**config.mk**
```make
export PLATFORM = sky130hd
export DESIGN_NAME = fetch_sequencer
export DESIGN_NICKNAME = d
export VERILOG_FILES = /design/src/rtl/fetch_pkg.sv /design/src/rtl/pc_adder.sv /design/src/rtl/fetch_sequencer.sv
export SDC_FILE = /design/constraint.sdc
export NUM_CORES = 1
export LEC_CHECK = 0
export ABC_AREA = 1
export CAP_MARGIN = 10
export CORE_ASPECT_RATIO = 0.6
export CORE_UTILIZATION = 41
export DETAILED_ROUTE_END_ITERATION = 6
export HOLD_SLACK_MARGIN = 0.08
export PLACE_DENSITY = 0.82
export SLEW_MARGIN = 20
export SYNTH_ARGS = -nofsm -noshare
export SYNTH_HDL_FRONTEND = slang
export SYNTH_SLANG_ARGS = --single-unit
```
**constraint.sdc**
```tcl
create_clock -name clk -period 2.1 [get_ports clk]
set_input_delay 0.315 -clock clk [delete_from_list [all_inputs] [get_ports clk]]
set_output_delay 0.315 -clock clk [all_outputs]
set_load 0.03 [all_outputs]
```
**src/rtl/fetch_pkg.sv**
```systemverilog
// Shared types and constants for the instruction fetch sequencer.
// Imported by the fetch FSM and its helpers.
package fetch_pkg;

  typedef enum logic [1:0] {
    S_BOOT,
    S_REQ,
    S_HOLD,
    S_DRAIN
  } fetch_state_t;

  localparam int PC_INC = 4;

endpackage

```
**src/rtl/pc_adder.sv**
```systemverilog
// Combinational modular adder for PC arithmetic.
// Used for both the sequential PC and the redirect target.
module pc_adder #(
  parameter int W = 16
) (
  input  logic [W-1:0] a,
  input  logic [W-1:0] b,
  output logic [W-1:0] sum
);

  assign sum = a + b;

endmodule

```
**src/rtl/fetch_sequencer.sv**
```systemverilog
// Program counter and single-outstanding instruction fetch unit.
// Buffers one word for decode and applies branch redirects.
module fetch_sequencer
  import fetch_pkg::*;
#(
  parameter int                  PC_WIDTH    = 16,
  parameter int                  INSTR_WIDTH = 32,
  parameter logic [PC_WIDTH-1:0] RESET_PC    = '0
) (
  input  logic                   clk,
  input  logic                   rst_n,
  output logic                   imem_req,
  output logic [PC_WIDTH-1:0]    imem_addr,
  input  logic                   imem_ack,
  input  logic [INSTR_WIDTH-1:0] imem_rdata,
  output logic                   if_valid,
  input  logic                   if_ready,
  output logic [INSTR_WIDTH-1:0] if_instr,
  output logic [PC_WIDTH-1:0]    if_pc,
  input  logic                   PCsrc,
  input  logic [PC_WIDTH-1:0]    PC_Target,
  input  logic [PC_WIDTH-1:0]    br_base,
  output logic [PC_WIDTH-1:0]    PC,
  output logic                   misaligned
);

  localparam logic [PC_WIDTH-1:0] INC =
    PC_WIDTH'(PC_INC);

  fetch_state_t state_q, state_d;

  logic [PC_WIDTH-1:0]    pc_q, pc_d;
  logic [PC_WIDTH-1:0]    addr_q, addr_d;
  logic                   valid_q;
  logic [INSTR_WIDTH-1:0] instr_q;
  logic [PC_WIDTH-1:0]    ifpc_q;
  logic                   mis_q;
  logic                   mis_set;
  logic                   capture;
  logic [PC_WIDTH-1:0]    pc_seq;
  logic [PC_WIDTH-1:0]    tgt;

  pc_adder #(.W(PC_WIDTH)) u_seq_add (
    .a   (pc_q),
    .b   (INC),
    .sum (pc_seq)
  );

  pc_adder #(.W(PC_WIDTH)) u_tgt_add (
    .a   (br_base),
    .b   (PC_Target),
    .sum (tgt)
  );

  // Redirect beats every other event; an ack on the
  // same cycle only retires the now-stale request.
  always_comb begin
    state_d = state_q;
    pc_d    = pc_q;
    mis_set = 1'b0;
    capture = 1'b0;
    if (PCsrc) begin
      pc_d    = {tgt[PC_WIDTH-1:2], 2'b00};
      mis_set = |tgt[1:0];
      unique case (state_q)
        S_BOOT:  state_d = S_REQ;
        S_REQ:   state_d = imem_ack ? S_REQ : S_DRAIN;
        S_HOLD:  state_d = S_REQ;
        S_DRAIN: state_d = imem_ack ? S_REQ : S_DRAIN;
        default: state_d = S_BOOT;
      endcase
    end else begin
      unique case (state_q)
        S_BOOT: state_d = S_REQ;
        S_REQ: begin
          if (imem_ack) begin
            capture = 1'b1;
            state_d = S_HOLD;
          end
        end
        S_HOLD: begin
          if (if_ready) begin
            pc_d    = pc_seq;
            state_d = S_REQ;
          end
        end
        S_DRAIN: begin
          if (imem_ack) state_d = S_REQ;
        end
        default: state_d = S_BOOT;
      endcase
    end
  end

  // The address only moves when a fresh request starts,
  // so it stays frozen across a drain.
  always_comb begin
    addr_d = addr_q;
    if (state_d == S_REQ) addr_d = pc_d;
  end

  always_ff @(posedge clk or negedge rst_n) begin
    if (!rst_n) begin
      state_q <= S_BOOT;
      pc_q    <= RESET_PC;
      addr_q  <= RESET_PC;
      valid_q <= 1'b0;
      instr_q <= '0;
      ifpc_q  <= '0;
      mis_q   <= 1'b0;
    end else begin
      state_q <= state_d;
      pc_q    <= pc_d;
      addr_q  <= addr_d;
      valid_q <= (state_d == S_HOLD);
      if (mis_set) mis_q <= 1'b1;
      if (capture) begin
        instr_q <= imem_rdata;
        ifpc_q  <= pc_q;
      end
    end
  end

  assign imem_req   = (state_q == S_REQ) ||
                      (state_q == S_DRAIN);
  assign imem_addr  = addr_q;
  assign if_valid   = valid_q;
  assign if_instr   = instr_q;
  assign if_pc      = ifpc_q;
  assign PC         = pc_q;
  assign misaligned = mis_q;

endmodule

```
==> impl.org <==
** Die
- The die is about 130 um wide.
- Core Region :: between 0.01 and 0.015 mm2
- In this run the vertical extent of the chip is 81.2 um.
- Die ar. :: 0.0109 mm2
- Row generation in the floorplan step produced 28 rows.
- In this run the count of I/O pins placed on the die edge is ~150.
- Once the floorplan was initialized, standard cells occupied a little over two fifths of the core.

** Clocking
- Postcts setup bufs :: 0
- Number of hold buffers added after CTS :: 1
- No sink is reached through more buffers than the 2 on the longest clock path.
- CTS saw 84 sinks.
- Gates resized during post-CTS repair numbered 0.
- After clock tree synthesis, the clock-pin slew on the worst setup and hold paths is roughly 0.06 ns.
- H-tree Lvls :: 3
- The later pin in the worst-skew pair is clocked with a latency of about 0.33 ns.
- Clock Tree Root :: clkbuf_16
- Clock tree synthesis inserted a total of 9 buffers.
- TritonCTS clock tree :: yes

** Global routing
- Global router's overall resource usage :: a little under a quarter
- The number of antenna violations at the first check in global routing was 0.
- Wire length of the first global-routing pass :: roughly 19000 um
- The number of global-route vias before repair was between 3000 and 4000.
- Entering global routing, the biggest net connects 48 pins.
- Total gr overflow :: 0

** Critical path
- The signal on the critical path passes through clkdlybuf4s50_1, ha_1, fa_1, nand2_1, a21oi_2, nand2_1, nand2_1, nand2_1, nand3b_1, nand3_1, nand2_1, nand2_1, nand2_1.
- Slowest Stage Delay on Critical Path :: about 0.4 ns
- STA classifies the critical path startpoint as an input port.
- Among all stages on the critical path, the largest delay is contributed by clkdlybuf4s50_1.
- Data required time of the critical path :: approximately 2.3 ns
- Worst r2r dst :: imem_addr[15]
- Critical Path End Type :: flop
- Reg2reg start :: PC[5]
- The critical path starts at PC_Target[0].
- Critical Path Most Common Cell :: nand2_1
- Critical Path End :: imem_addr[10]
- Data arrives at the worst endpoint at approximately 2.2 ns.
- Category of the most critical setup path :: input port to flop
- Along the worst path, the maximum fanout reaches 4.
- Depth of the most critical reg-to-reg path :: 9
- Flop-to-flop setup slack :: 0.38 ns

** Pwr
- Total chip power :: approximately 6.8 mW
- The analysis attributes to net switching a power of 2.34 mW.
- Reported leakage power :: ~3 nW
- Pwr Density :: 1060 mW/mm2
- The clock network is responsible for between 20% and 30% of the overall power.
- Internal Power :: approximately 4.4 mW
- Registers are responsible for between 30% and 40% of the overall power.
- In this run, the combinational gates consume about two fifths of the power.
- Switching part of the total power :: around a third
- IR Drop Worst-Case VDD :: about 0.00067 V

** Place
- Post-DP HPWL :: between 9000 and 10000 um
- Once placement completed, the tool counted placed cells totaling 776.
- Input and output buffers added on the ports amount to between 150 and 200.
- Summing all placed instances gives a cell area of 0.00604 mm2.
- The congestion estimate from routability-driven global placement came to around 0.9.

** Route
- The pre-antenna-repair detailed-routing pass consisted of 5 iterations.
- Via count :: between 3000 and 4000
- In the routed layout, each cell is associated on average with a via count of between 4 and 5.
- Once detail routing completed, the nets flagged for antenna violations numbered 0.
- Drt first-iter violations :: 292
- The routed design has approximately 12000 um of wire.
- DRC :: 0
- Post-DR wirelength/cell :: 15.0 um

** Yosys
- dfrtp_1 takes more of the synthesized area than any other cell.
- Post-synthesis register bit count :: 84
- Counting distinct cell types in the post-synthesis netlist gives 37.
- Post-synthesis instance total :: a little under 500
- Share of Yosys cell area claimed by the top area cell type :: between 40% and 50%
- Share of synthesized registers carrying an async set or reset :: 100%
- Yosys attributes the largest share of cell area to dfrtp_1 49%, nand2_1 13%, mux2_2 9.2%.
- The average instance in the mapped netlist occupies 8.85 um2.
- Number of nets produced by synthesis :: 570
- Synth Warn # :: 0
- Synthesized area :: between 0.004 and 0.005 mm2
- For this run, the leading register cell type out of synthesis is dfrtp_1.
- Share of the yosys chip area belonging to registers :: 49.1%
- EDFF count, synth :: 0

** Final layout
- The library cell used most frequently in the layout, excluding fill and tap cells, is nand2_1.
- Area delta synth->final :: 49.8%
- After filler insertion, the fill cell instance count of the layout stands at roughly 820.
- The finished cells cover ~0.0064 mm2.
- In the final layout, the share of cells above drive strength 1 is between 10% and 20%.
- Total number of nets in the final design :: between 700 and 800
- Antenna fix cells :: 0
- Non-Filler Instances :: about 790
- Leaving out fill and tap cells, the most frequent cells in the layout are 153 x nand2_1, 150 x clkdlybuf4s50_1, 84 x dfrtp_1, 51 x inv_1, 35 x mux2_2.
- End-of-flow core utilization :: between 60 and 70%

** STA
- Portion of the clock cycle consumed by the worst path in the final layout :: 93.2%
- Final Slew Violations :: 0
- The tightest hold path in the finished design has a slack of a little under 0.5 ns.
- The worst path in the final design needs a cycle of between 1.5 and 2 ns, including I/O delays and setup.
- RSZ-0062 raised after global routing :: no
- Pin slew with the least headroom to its limit :: about 0.49 ns
- Final Hold Fails :: 0
- # setup viols final :: 0
- In this run the tightest slew margin relative to its limit is between 60% and 70%.
- Achievable Freq :: 0.511 GHz
- Clock skew :: roughly 0.0060 ns

** Status
- Status :: finished, final reports clean

** Hold path
- Hold Path Class :: input port to async pin

** Job
- Count of max-cap constraint violations :: 0
==> power groups by stage <==
| stage | combinational (mW) | sequential [mW] | clock, mW |
|---|---|---|---|
| finish | 2.60 | 2.27 | 1.92 |
| global route | 2.77 | 2.31 | 2.01 |
| CTS | 2.61 | 2.27 | 1.96 |
| detailed placement | 2.59 | 2.29 | 0 |
| global placement | 2.55 | 2.26 | 0 |
| floorplan | 0.668 | 3.00 | 0 |
==> cell type report <==
class                           instances  area, um2  area share [%]
Tap cell                              135        169            2.63
Clock buffer                           12        246            3.84
Timing Repair Buffer                  170       1670            26.0
Sequential cell                        84       2100            32.8
Clock inverter                          4        120            1.87
Multi-Input combinational cell        332       1900            29.6
Inverter                               56        213            3.31
==> metrics by stage <==
| step | TNS [ns] | worst slack, ns |
|---|---|---|
| CTS | 0 | 0.155 |
| finish | 0 | 0.142 |
| floorplan | 0 | 0.429 |
| detailed placement | -1.13 | -0.150 |
| global route | 0 | 0.00785 |
| global placement | -0.523 | -0.107 |
==> per-layer routing <==
layer	global-route usage, %	up-vias	routed length, um	part of all wire, %
met1	29.8	1854	5260	44
met5	0	-	0	0
met3	9.11	15	1340	11
met2	35.4	178	5190	44
li1	-	1901	-	-
met4	4.32	0	109	0.92
==> cell families after synthesis <==
group | count (synthesis) | share of synthesized area (%)
compound gates | 50 | 6.49
mux | 35 | 9.20
flops | 84 | 49.1
simple gates | 226 | 22.7
buf+inv | 68 | 6.54
fa+ha+maj | 17 | 5.14
xor+xnor | 4 | 0.818
==> cells in the mapped netlist (2+ instances only) <==
master and instances:
o21ai_0 24, dfrtp_1 84, o211ai_1 2, mux2_2 35
nand2_1 153, nand3b_1 5, o21bai_1 2, inv_2 4
ha_1 16, xor2_1 3, nor2_1 22, clkbuf_1 3
buf_6 2, nand2_2 3, inv_1 51, and2_1 2
nor3_1 5, a21oi_1 14, nand4_1 4, nor2_2 2
buf_2 6, nand3_1 25, o21ai_1 3
==> sequential cells by signal, summed over array words and instances, names as in the netlist <==
| register | flops |
|---|---|
| imem_addr | 16 |
| state_q | 2 |
| if_valid | 1 |
| PC | 16 |
| misaligned | 1 |
| if_pc | 16 |
| if_instr | 32 |
==> worst min path at each step <==
stage | from | endpoint | slack (ns)
floorplan | rst_n | PC[0] | 0.02
global placement | rst_n | if_instr[30] | 0.30
detailed placement | rst_n | if_pc[6] | 0.31
CTS | if_pc[11] | if_pc[11] | 0.49
global route | if_pc[11] | if_pc[11] | 0.51
finish | rst_n | if_instr[31] | 0.49
==> worst max-delay path: cells and delay by family <==
family / cells / cell delay (ns)
simple gates: 9 / 0.75
fa+ha+maj: 2 / 0.62
buf+inv: 1 / 0.40
compound gates: 1 / 0.09
(Power assumes the default switching activity.)
